<file path="config.mk">
export PLATFORM = sky130hd
export DESIGN_NAME = io_uart
export DESIGN_NICKNAME = d
export VERILOG_FILES = /design/src/rtl/io_uart_pkg.sv /design/src/rtl/io_uart_rx_fifo.sv /design/src/rtl/io_uart.sv
export SDC_FILE = /design/constraint.sdc
export NUM_CORES = 1
export LEC_CHECK = 0
export BUFFER_PORTS_ARGS = -buffer_cell sky130_fd_sc_hd__buf_4
export CAP_MARGIN = 30
export CELL_PAD_IN_SITES_DETAIL_PLACEMENT = 1
export CELL_PAD_IN_SITES_GLOBAL_PLACEMENT = 2
export CORE_AREA = 2 2 97 193
export CTS_BUF_LIST = sky130_fd_sc_hd__clkbuf_4 sky130_fd_sc_hd__clkbuf_8 sky130_fd_sc_hd__clkbuf_16
export DETAILED_ROUTE_END_ITERATION = 16
export DIE_AREA = 0 0 99 195
export GPL_ROUTABILITY_DRIVEN = 0
export PLACE_DENSITY_LB_ADDON = 0.1
export RECOVER_POWER = 25
export SETUP_SLACK_MARGIN = 0.5
export SLEW_MARGIN = 5
export SYNTH_ARGS = -nofsm -noshare
export SYNTH_HDL_FRONTEND = slang
export SYNTH_SLANG_ARGS = --single-unit
</file>
<file path="constraint.sdc">
create_clock -name clk -period 5.8 [get_ports clk]
set_input_delay 0.87 -clock clk [delete_from_list [all_inputs] [get_ports clk]]
set_output_delay 0.87 -clock clk [all_outputs]
set_load 0.005 [all_outputs]
</file>
<file path="src/rtl/io_uart_pkg.sv">
// Shared definitions for the io_uart block: io bus data type, register
// offsets relative to BASE_ADDRESS, STATUS bit positions and the TX/RX
// state encodings.
package io_uart_pkg;

  typedef logic [31:0] scalar_t;

  localparam scalar_t STATUS_OFFSET  = 32'h0;
  localparam scalar_t RX_DATA_OFFSET = 32'h4;
  localparam scalar_t TX_DATA_OFFSET = 32'h8;

  localparam int STATUS_RX_AVAIL  = 0;
  localparam int STATUS_TX_READY  = 1;
  localparam int STATUS_OVERRUN   = 2;
  localparam int STATUS_FRAME_ERR = 3;

  typedef enum logic [1:0] {
    TX_IDLE,
    TX_START,
    TX_DATA,
    TX_STOP
  } tx_state_t;

  typedef enum logic [1:0] {
    RX_IDLE,
    RX_START,
    RX_DATA,
    RX_STOP
  } rx_state_t;

endpackage

</file>
<file path="src/rtl/io_uart_rx_fifo.sv">
// Synchronous receive FIFO for io_uart.
// Ports:
//   clk, reset      clock, asynchronous active-high reset
//   i_push, i_data  write a byte (ignored when full unless popping the same cycle)
//   i_pop           remove the head byte (ignored when empty)
//   o_data          current head byte (combinational)
//   o_full/o_empty  occupancy flags
//   o_count         number of stored bytes
module io_uart_rx_fifo
  import io_uart_pkg::*;
#(
  parameter  int FIFO_DEPTH = 8,
  localparam int PTR_W      = $clog2(FIFO_DEPTH),
  localparam int CNT_W      = $clog2(FIFO_DEPTH) + 1
) (
  input  logic             clk,
  input  logic             reset,
  input  logic             i_push,
  input  logic [7:0]       i_data,
  input  logic             i_pop,
  output logic [7:0]       o_data,
  output logic             o_full,
  output logic             o_empty,
  output logic [CNT_W-1:0] o_count
);

  logic [7:0]       r_mem [FIFO_DEPTH];
  logic [PTR_W-1:0] r_wr_ptr;
  logic [PTR_W-1:0] r_rd_ptr;
  logic [CNT_W-1:0] r_count;
  logic             w_do_push;
  logic             w_do_pop;

  assign o_full  = (r_count == CNT_W'(FIFO_DEPTH));
  assign o_empty = (r_count == '0);
  assign o_count = r_count;
  assign o_data  = r_mem[r_rd_ptr];

  // A full FIFO still accepts a push when the head leaves in the same cycle;
  // an empty FIFO cannot pop, so push+pop on empty is a plain push.
  assign w_do_push = i_push && (!o_full || i_pop);
  assign w_do_pop  = i_pop && !o_empty;

  always_ff @(posedge clk or posedge reset) begin
    if (reset) begin
      r_wr_ptr <= '0;
      r_rd_ptr <= '0;
      r_count  <= '0;
      for (int i = 0; i < FIFO_DEPTH; i++) r_mem[i] <= '0;
    end else begin
      if (w_do_push) begin
        r_mem[r_wr_ptr] <= i_data;
        r_wr_ptr        <= r_wr_ptr + 1'b1;
      end
      if (w_do_pop) r_rd_ptr <= r_rd_ptr + 1'b1;
      case ({w_do_push, w_do_pop})
        2'b10:   r_count <= r_count + 1'b1;
        2'b01:   r_count <= r_count - 1'b1;
        default: r_count <= r_count;
      endcase
    end
  end

endmodule

</file>
<file path="src/rtl/io_uart.sv">
// Memory-mapped 8N1 UART responder on the processor io bus.
// Registers (byte addresses relative to BASE_ADDRESS):
//   +0 STATUS  (R) [0] rx_avail [1] tx_ready [2] overrun [3] frame_err; read clears [3:2]
//   +4 RX_DATA (R) [7:0] FIFO head, popped by the read; 0 when empty
//   +8 TX_DATA (W) [7:0] byte to transmit, dropped while a frame is in flight
// Ports:
//   clk, reset                     clock, asynchronous active-high reset
//   io_write_en, io_read_en        single-cycle access strobes
//   io_address, io_write_data      io byte address and write data
//   io_read_data                   registered read data, 0 when not addressed
//   uart_tx                        serial output, idle high
//   uart_rx                        serial input, asynchronous to clk
// Build option: define IO_UART_LOOPBACK_EN to feed the receiver from the
// internal TX line instead of the uart_rx pin (board self-test).
module io_uart
  import io_uart_pkg::*;
#(
  parameter scalar_t BASE_ADDRESS = 32'h18,
  parameter int      BAUD_DIVIDE  = 434,
  parameter int      FIFO_DEPTH   = 8
) (
  input  logic    clk,
  input  logic    reset,
  input  logic    io_write_en,
  input  logic    io_read_en,
  input  scalar_t io_address,
  input  scalar_t io_write_data,
  output scalar_t io_read_data,
  output logic    uart_tx,
  input  logic    uart_rx
);

  localparam int               CNT_W      = $clog2(BAUD_DIVIDE);
  localparam int               FIFO_CNT_W = $clog2(FIFO_DEPTH) + 1;
  localparam logic [CNT_W-1:0] BIT_LAST   = CNT_W'(BAUD_DIVIDE - 1);
  localparam logic [CNT_W-1:0] HALF_LAST  = CNT_W'(BAUD_DIVIDE / 2 - 1);

  // ---------------- address decode ----------------
  logic w_sel_status, w_sel_rx, w_sel_tx;
  logic w_rd_status, w_rd_rx, w_tx_wr;
  logic w_unused_wdata;

  assign w_sel_status   = (io_address == BASE_ADDRESS + STATUS_OFFSET);
  assign w_sel_rx       = (io_address == BASE_ADDRESS + RX_DATA_OFFSET);
  assign w_sel_tx       = (io_address == BASE_ADDRESS + TX_DATA_OFFSET);
  assign w_rd_status    = io_read_en && w_sel_status;
  assign w_rd_rx        = io_read_en && w_sel_rx;
  assign w_unused_wdata = ^io_write_data[31:8];

  // ---------------- transmitter ----------------
  tx_state_t        r_tx_state, w_tx_state_nxt;
  logic [CNT_W-1:0] r_tx_cnt, w_tx_cnt_nxt;
  logic [2:0]       r_tx_bit, w_tx_bit_nxt;
  logic [7:0]       r_tx_shift, w_tx_shift_nxt;
  logic             r_tx_line, w_tx_line_nxt;
  logic             w_tx_ready;

  assign w_tx_ready = (r_tx_state == TX_IDLE);
  assign w_tx_wr    = io_write_en && w_sel_tx && w_tx_ready;
  assign uart_tx    = r_tx_line;

  always_ff @(posedge clk or posedge reset) begin
    if (reset) begin
      r_tx_state <= TX_IDLE;
      r_tx_cnt   <= '0;
      r_tx_bit   <= '0;
      r_tx_shift <= '0;
      r_tx_line  <= 1'b1;
    end else begin
      r_tx_state <= w_tx_state_nxt;
      r_tx_cnt   <= w_tx_cnt_nxt;
      r_tx_bit   <= w_tx_bit_nxt;
      r_tx_shift <= w_tx_shift_nxt;
      r_tx_line  <= w_tx_line_nxt;
    end
  end

  // The line level is registered from the next state so the pin never
  // glitches while the state/counter flops change together.
  always_comb begin
    w_tx_state_nxt = r_tx_state;
    w_tx_cnt_nxt   = r_tx_cnt;
    w_tx_bit_nxt   = r_tx_bit;
    w_tx_shift_nxt = r_tx_shift;
    w_tx_line_nxt  = 1'b1;
    case (r_tx_state)
      TX_IDLE: begin
        if (w_tx_wr) begin
          w_tx_state_nxt = TX_START;
          w_tx_shift_nxt = io_write_data[7:0];
          w_tx_cnt_nxt   = '0;
          w_tx_line_nxt  = 1'b0;
        end
      end
      TX_START: begin
        w_tx_line_nxt = 1'b0;
        if (r_tx_cnt == BIT_LAST) begin
          w_tx_state_nxt = TX_DATA;
          w_tx_cnt_nxt   = '0;
          w_tx_bit_nxt   = '0;
          w_tx_line_nxt  = r_tx_shift[0];
        end else begin
          w_tx_cnt_nxt = r_tx_cnt + 1'b1;
        end
      end
      TX_DATA: begin
        w_tx_line_nxt = r_tx_shift[0];
        if (r_tx_cnt == BIT_LAST) begin
          w_tx_cnt_nxt = '0;
          if (r_tx_bit == 3'd7) begin
            w_tx_state_nxt = TX_STOP;
            w_tx_line_nxt  = 1'b1;
          end else begin
            w_tx_bit_nxt   = r_tx_bit + 1'b1;
            w_tx_shift_nxt = r_tx_shift >> 1;
            w_tx_line_nxt  = r_tx_shift[1];
          end
        end else begin
          w_tx_cnt_nxt = r_tx_cnt + 1'b1;
        end
      end
      TX_STOP: begin
        if (r_tx_cnt == BIT_LAST) begin
          w_tx_state_nxt = TX_IDLE;
          w_tx_cnt_nxt   = '0;
        end else begin
          w_tx_cnt_nxt = r_tx_cnt + 1'b1;
        end
      end
      default: w_tx_state_nxt = TX_IDLE;
    endcase
  end

  // ---------------- receiver ----------------
  logic             w_rx_in;
  logic             r_rx_meta, r_rx_sync, r_rx_prev;
  rx_state_t        r_rx_state, w_rx_state_nxt;
  logic [CNT_W-1:0] r_rx_cnt, w_rx_cnt_nxt;
  logic [2:0]       r_rx_bit, w_rx_bit_nxt;
  logic [7:0]       r_rx_shift, w_rx_shift_nxt;
  logic             w_rx_push, w_frame_set;

`ifdef IO_UART_LOOPBACK_EN
  assign w_rx_in = r_tx_line;
`else
  assign w_rx_in = uart_rx;
`endif

  always_ff @(posedge clk or posedge reset) begin
    if (reset) begin
      r_rx_meta  <= 1'b1;
      r_rx_sync  <= 1'b1;
      r_rx_prev  <= 1'b1;
      r_rx_state <= RX_IDLE;
      r_rx_cnt   <= '0;
      r_rx_bit   <= '0;
      r_rx_shift <= '0;
    end else begin
      r_rx_meta  <= w_rx_in;
      r_rx_sync  <= r_rx_meta;
      r_rx_prev  <= r_rx_sync;
      r_rx_state <= w_rx_state_nxt;
      r_rx_cnt   <= w_rx_cnt_nxt;
      r_rx_bit   <= w_rx_bit_nxt;
      r_rx_shift <= w_rx_shift_nxt;
    end
  end

  // Only a falling edge starts a frame, so after a bad stop bit the
  // receiver ignores the still-low line until it has gone high again.
  always_comb begin
    w_rx_state_nxt = r_rx_state;
    w_rx_cnt_nxt   = r_rx_cnt;
    w_rx_bit_nxt   = r_rx_bit;
    w_rx_shift_nxt = r_rx_shift;
    w_rx_push      = 1'b0;
    w_frame_set    = 1'b0;
    case (r_rx_state)
      RX_IDLE: begin
        if (r_rx_prev && !r_rx_sync) begin
          w_rx_state_nxt = RX_START;
          w_rx_cnt_nxt   = '0;
        end
      end
      RX_START: begin
        if (r_rx_cnt == HALF_LAST) begin
          w_rx_cnt_nxt = '0;
          w_rx_bit_nxt = '0;
          w_rx_state_nxt = r_rx_sync ? RX_IDLE : RX_DATA;
        end else begin
          w_rx_cnt_nxt = r_rx_cnt + 1'b1;
        end
      end
      RX_DATA: begin
        if (r_rx_cnt == BIT_LAST) begin
          w_rx_cnt_nxt   = '0;
          w_rx_shift_nxt = {r_rx_sync, r_rx_shift[7:1]};
          if (r_rx_bit == 3'd7) w_rx_state_nxt = RX_STOP;
          else                  w_rx_bit_nxt   = r_rx_bit + 1'b1;
        end else begin
          w_rx_cnt_nxt = r_rx_cnt + 1'b1;
        end
      end
      RX_STOP: begin
        if (r_rx_cnt == BIT_LAST) begin
          w_rx_cnt_nxt   = '0;
          w_rx_state_nxt = RX_IDLE;
          w_rx_push      = r_rx_sync;
          w_frame_set    = !r_rx_sync;
        end else begin
          w_rx_cnt_nxt = r_rx_cnt + 1'b1;
        end
      end
      default: w_rx_state_nxt = RX_IDLE;
    endcase
  end

  // ---------------- receive FIFO ----------------
  logic [7:0]            w_fifo_data;
  logic                  w_fifo_full, w_fifo_empty;
  logic [FIFO_CNT_W-1:0] w_fifo_count;
  logic                  w_pop, w_overrun_set;

  assign w_pop         = w_rd_rx && !w_fifo_empty;
  assign w_overrun_set = w_rx_push && w_fifo_full && !w_pop;

  io_uart_rx_fifo #(
    .FIFO_DEPTH (FIFO_DEPTH)
  ) u_rx_fifo (
    .clk     (clk),
    .reset   (reset),
    .i_push  (w_rx_push),
    .i_data  (r_rx_shift),
    .i_pop   (w_pop),
    .o_data  (w_fifo_data),
    .o_full  (w_fifo_full),
    .o_empty (w_fifo_empty),
    .o_count (w_fifo_count)
  );

  // ---------------- status and read data ----------------
  logic    r_overrun, r_frame_err;
  scalar_t w_status;
  scalar_t r_read_data;

  always_comb begin
    w_status                   = '0;
    w_status[STATUS_RX_AVAIL]  = (w_fifo_count != '0);
    w_status[STATUS_TX_READY]  = w_tx_ready;
    w_status[STATUS_OVERRUN]   = r_overrun;
    w_status[STATUS_FRAME_ERR] = r_frame_err;
  end

  assign io_read_data = r_read_data;

  // A new error in the same cycle as a STATUS read wins over the clear,
  // so no event is ever lost.
  always_ff @(posedge clk or posedge reset) begin
    if (reset) begin
      r_overrun   <= 1'b0;
      r_frame_err <= 1'b0;
      r_read_data <= '0;
    end else begin
      r_overrun   <= w_overrun_set | (r_overrun & ~w_rd_status);
      r_frame_err <= w_frame_set | (r_frame_err & ~w_rd_status);
      if (io_read_en) begin
        if (w_rd_status)   r_read_data <= w_status;
        else if (w_rd_rx)  r_read_data <= {24'h0, (w_fifo_empty ? 8'h00 : w_fifo_data)};
        else               r_read_data <= '0;
      end
    end
  end

endmodule

</file>
Yosys cells after proc, flatten, opt, wreduce, memory -nomap -nowiden --
Index checks and enable logic that the tools add are counted.
Storage, ports and cells: flip-flop bits (word level) 156, bits of input ports 69, output and inout port bits 33, logic and storage cells 156
Operators by class: $add $sub $neg 8, magnitude comparators 3, equality and inequality tests 29, mux-type cells 51, bitwise operators 7, reduce and logical (&&, ||, !) cells 32
Operators by type and width (number):
- $mux W8 | 9
- $bwmux W64 | 1
- $eq A32 B5 Y1 const B | 2
- $mux W9 | 5
- $eq A32 B6 Y1 const B | 1
- $pmux W9 S3 | 1
- $bmux W8 S3 | 1
- $demux W8 S3 | 1
- $ne A2 B2 Y1 const B | 12
- $mux W2 | 11
- $add A9 B1 Y9 const B | 2
- $eq A9 B9 Y1 const B | 2
- $mux W3 | 6
- $pmux W9 S2 | 1
- $pmux W2 S4 | 2
- $pmux W8 S2 | 1
- $add A3 B1 Y3 const B | 4
- $pmux W3 S2 | 2
- $reduce_and A4 Y1 | 3
- $logic_and A1 B1 Y1 | 11
- $eq A2 B2 Y1 const B | 5
- $reduce_and A5 Y1 | 2
- $eq A9 B8 Y1 const B | 1
- $ge A4 B4 Y1 const B | 2
- other kinds (22) | 42

Depth between registers and ports, before layout --
depth in word-level cells 7, gate-level depth with buffers 14, depth with buffers taken out 13

Cells and area by module --
Synthesis repeated with hierarchy kept, for this count alone.
Unflattened totals: cells, all modules 531, area total of the unflattened synthesis 6811.5 µm²
By module, submodules not included:
- io_uart_rx_fifo | times used 1, cells an instance 230, area an instance 3621.0 µm²
- io_uart | times used 1, cells an instance 301, area an instance 3190.6 µm²

Worst setup path before layout --
Ideal clock, no wire load.
kind input to register, start point in io_address[1], end point reg u_rx_fifo.r_count[2] (netlist: u_rx_fifo.o_count[2]), setup time 0.127 ns, arrival time 3.455 ns, required time 5.673 ns, path slack 2.218 ns, cell stages on the path 13, path buffers 1, cells stage by stage or4_1 > nor4_1 > and2_1 > buf_2 > nand3_1 > inv_1 > ha_1 > xor2_1 > ha_1 > a21oi_1 > xor2_1 > nor2_1 > xor2_1
Between the ends: elaborated cells on any way between the ends 10, those cells by class eq/ne: 3; mux: 1; reduce/logical: 6
RTL lines:
- start: declaration | RTL line io_uart.sv:26 | input scalar_t io_address,
- $eq A32 B5 Y1 (*) | RTL line io_uart.sv:44 | assign w_sel_rx = (io_address == BASE_ADDRESS + RX_DATA_OFFSET);
- $logic_and A1 B1 Y1 (*) | RTL line io_uart.sv:47 | assign w_rd_rx = io_read_en && w_sel_rx;
- $logic_and A1 B1 Y1 (*) | RTL line io_uart.sv:224 | assign w_pop = w_rd_rx && !w_fifo_empty;
- $logic_and A1 B1 Y1 (*) | RTL line io_uart_rx_fifo.sv:42 | assign w_do_pop = i_pop && !o_empty;
- named net u_rx_fifo.w_do_pop | RTL line io_uart_rx_fifo.sv:32 | logic w_do_pop;
- $eq A2 B1 Y1 / $eq A2 B2 Y1 (equally long branches) | RTL line io_uart_rx_fifo.sv:56 | case ({w_do_push, w_do_pop})
- $pmux W4 S2 / $reduce_bool A2 Y1 (equally long branches)
- end signal: assignment | RTL line io_uart_rx_fifo.sv:57 | 2'b10: r_count <= r_count + 1'b1;
- end signal: assignment | RTL line io_uart_rx_fifo.sv:58 | 2'b01: r_count <= r_count - 1'b1;
- end signal: assignment | RTL line io_uart_rx_fifo.sv:59 | default: r_count <= r_count;
- end: declaration | RTL line io_uart_rx_fifo.sv:30 | logic [CNT_W-1:0] r_count;
The timed path passes the listed nets; every way through them passes the cells marked *. A chain may end at the register's enable or synchronous reset.

Final worst setup path --
Same ends and word-level chain as after synthesis.

==> impl_metrics.tcl <==
set metrics [dict create \
    maxCapViolations 0 \
    start_kind "input port" \
    cts_max_level 4 \
    antenna_left 0 \
    intPower_w 0.001678 \
    grt_overflow 0 \
    final-setup-viol-count 0 \
    clock_skew_ns 0.005935 \
    coreArea_um2 17700 \
    worstPathArrival_ns 4.37 \
    crit_required_ns 6.09 \
    clock.fmax_ghz 0.2450 \
    pwr-share-clk 0.462 \
    vdd_drop_max_uv 179.0 \
    grt_first_pass_wirelength_mm 27.69 \
    clkTransAtPathRegs_ns 0.06 \
    setup_ws_ns 1.718 \
    path_class "in2reg" \
    rows 69 \
    final_util 0.4481 \
    ys_seq_area_frac 0.4847 \
    cts.hold.buffers_added 0 \
    detail_route.wl_per_cell_um 20.05 \
    power_frac_seq 0.456 \
    die-area_um2 19310 \
    tightest_slew_ns 0.9181 \
    grt_pass1_vias 5189 \
    slew-limit-headroom 0.3879 \
    syn_inst 556 \
    fin_crit_sh 0.7037 \
    path_max_fanout 10 \
    swShare 0.2516 \
    track_usage 0.1841 \
    antenna_found_initial 0 \
    antenna_cells 0 \
    ctsResizeCount 0 \
    grt_max_degree 81 \
    hp-class "reg2reg" \
    pre_cts_ws_ns 1.175 \
    chipWidth_um 99 \
    port_buffers 53 \
    drt_iter0_markers 176 \
    clockRootBuffer "clkbuf_16" \
    initial_core_util 0.3856 \
    hpwl_mm 11.94 \
    power.density_nw_per_um2 282.7 \
    drv_slew 0 \
    min_period_ns 4.082 \
    p_leak_nw 3.601 \
    status "finished, final reports clean" \
    ys.warnings.count 0 \
    synthDistinctLibCells 60 \
    ys_ff_latch 132 \
    die_h_um 195 \
    place_area_um2 7330 \
    fin_area_um2 7931 \
    cts_tree "built" \
    rsz0062_at_grt "no" \
    cts_buffer_depth 2 \
    cts_num_sinks 132 \
    power_frac_comb 0.082 \
    avgViaCountPerCell 5.474 \
    syn_area_per_cell_um2 12.28 \
    io_pins 102 \
    layout-drive-gt1-share 0.3553 \
    synth_edf_count 0 \
    setup_tns_ns 0 \
    dr.pass1.iters 4 \
    areaGrowthSynthToFinish_pct 16.21 \
    vias 4571 \
    async_flop_share 1.000 \
    p_sw_w 0.0005642 \
    clk_latency_ns 0.41 \
    post_cts_buffers 0 \
    cts_buffers 17 \
    ys.flop_type "dfrtp_1" \
    drc 0 \
    wl_mm 16.75 \
    syn_area_um2 6825 \
    endpoint_kind "flip-flop" \
    nNetsFinal 696 \
    hold_viol 0 \
]
==> cells in the final DEF, fill, tap and decap left out, types with 9 or more instances in the layout <==
cell type and n:
dfrtp_1 128, mux2_2 88, buf_4 56, o21ai_0 26, inv_1 24, conb_1 24
nand2_1 23, nor2_1 22, ha_1 18, a21oi_1 17, clkbuf_16 17, mux4_2 16
mux2i_1 10, nor2b_1 9, nand3_1 9
==> critical path: stages <==
cell and delay (ns):
buf_4 0.10, or4_1 0.54, nor4_1 0.53, and2_1 0.50, nand3_1 0.50, inv_1 0.22
ha_1 0.27, xor2_1 0.09, ha_1 0.18, a21oi_1 0.16, xor2_1 0.19, nor2_1 0.07
xor2_1 0.14
==> cell usage after synthesis, types with 3 or more instances <==
| cell | count | area share |
|---|---|---|
| nor3_1 | 7 | 0.0051 |
| clkbuf_1 | 13 | 0.0071 |
| nor2_1 | 22 | 0.012 |
| dfstp_2 | 4 | 0.015 |
| nor2b_1 | 9 | 0.0082 |
| dfrtp_1 | 128 | 0.47 |
| mux2_2 | 88 | 0.15 |
| nand4_1 | 5 | 0.0046 |
| buf_1 | 9 | 0.0049 |
| mux2i_1 | 10 | 0.015 |
| mux2_1 | 3 | 0.0049 |
| and3_1 | 5 | 0.0046 |
| o22ai_1 | 4 | 0.0037 |
| a41oi_2 | 5 | 0.012 |
| xnor2_1 | 5 | 0.0064 |
| a21oi_1 | 17 | 0.012 |
| nor4_1 | 6 | 0.0055 |
| a31oi_1 | 7 | 0.0064 |
| or4_1 | 4 | 0.0044 |
| a31oi_2 | 3 | 0.0055 |
| xor2_1 | 7 | 0.0090 |
| nand3_1 | 9 | 0.0066 |
| ha_1 | 18 | 0.033 |
| inv_1 | 25 | 0.014 |
| a22o_1 | 6 | 0.0077 |
| nand2_1 | 23 | 0.013 |
| buf_4 | 24 | 0.026 |
| nor4_2 | 4 | 0.0073 |
| o21ai_0 | 26 | 0.019 |
| nand2b_1 | 3 | 0.0028 |
| mux4_2 | 16 | 0.053 |
| and2_1 | 3 | 0.0028 |
==> final timing paths <==
check,startpoint,end,slack (ns),cells past startpoint
min in group asynchronous,reset,io_read_data[4]$_DFFE_PP0P_,0.58,2
max in group asynchronous,reset,io_read_data[2]$_DFFE_PP0P_,3.70,4
worst min register to register,r_rx_meta$_DFF_PP1_,r_rx_sync$_DFF_PP1_,0.36,0
worst max register to register,r_rx_cnt[3]$_DFFE_PP0P_,u_rx_fifo.o_count[2]$_DFFE_PP0P_,2.50,11
worst max-delay path,io_address[1],u_rx_fifo.o_count[2]$_DFFE_PP0P_,1.72,13
worst min-delay path,r_rx_meta$_DFF_PP1_,r_rx_sync$_DFF_PP1_,0.36,0
==> layer usage <==
| metal | part of all wire | GRT usage | up-vias |
|---|---|---|---|
| met5 | 0 | 0 | - |
| met4 | 0.024 | 0.07204 | 0 |
| met3 | 0.029 | 0.03185 | 23 |
| met2 | 0.57 | 0.3446 | 74 |
| met1 | 0.37 | 0.2014 | 2384 |
| li1 | - | - | 2090 |
==> flip-flops by register name, indices dropped and copies added, names as in the netlist, 2 cells and up, named ones only <==
name and flops:
r_rx_bit 3, u_rx_fifo.r_rd_ptr 3, r_tx_shift 8, r_tx_cnt 9
u_rx_fifo.o_count 4, u_rx_fifo.r_wr_ptr 3, r_tx_bit 3, u_rx_fifo.r_mem 64
r_rx_shift 8, r_tx_state 2, io_read_data 8, r_rx_cnt 9
==> cells by family after synthesis <==
| group | share of synthesized area |
|---|---|
| muxes | 0.2176 |
| xor gates and xnor gates | 0.01540 |
| buffers and inverters | 0.05536 |
| other | 0.0005494 |
| and+or+nand+nor | 0.1017 |
| adders and majority gates | 0.03300 |
| AOI/OAI and AO/OA | 0.09166 |
| DFF | 0.4847 |
==> area by class of cell <==
class / count / area [µm²]
Tap cell: 213 / 266.5
Timing Repair Buffer: 60 / 467.9
Sequential cell: 132 / 3308
Clock buffer: 21 / 467.9
Multi-Input combinational cell: 373 / 3226
Fill cell: 1884 / 9767
Clock inverter: 11 / 100.1
Inverter: 25 / 95.09
==> power by group through the flow <==
stage | Clock [W] | Combinational [W] | Sequential, W
6_report | 0.00104 | 0.000183 | 0.00102
5_1_grt | 0.00111 | 0.000211 | 0.00103
4_1_cts | 0.00107 | 0.000182 | 0.00102
3_5_place_dp | 0 | 0.000181 | 0.00104
3_3_place_gp | 0 | 0.000169 | 0.00104
2_1_floorplan | 0 | 0.000142 | 0.00102
==> metrics by stage <==
step	total power, W	hold slack, ns	cells
2_1_floorplan	0.001158	0.3452	579
3_3_place_gp	0.001206	0.3477	799
3_5_place_dp	0.001221	0.3509	801
4_1_cts	0.002280	0.3600	833
5_1_grt	0.002354	0.3704	835
6_report	0.002242	0.3645	835
Power figures use the tool's default switching activity.
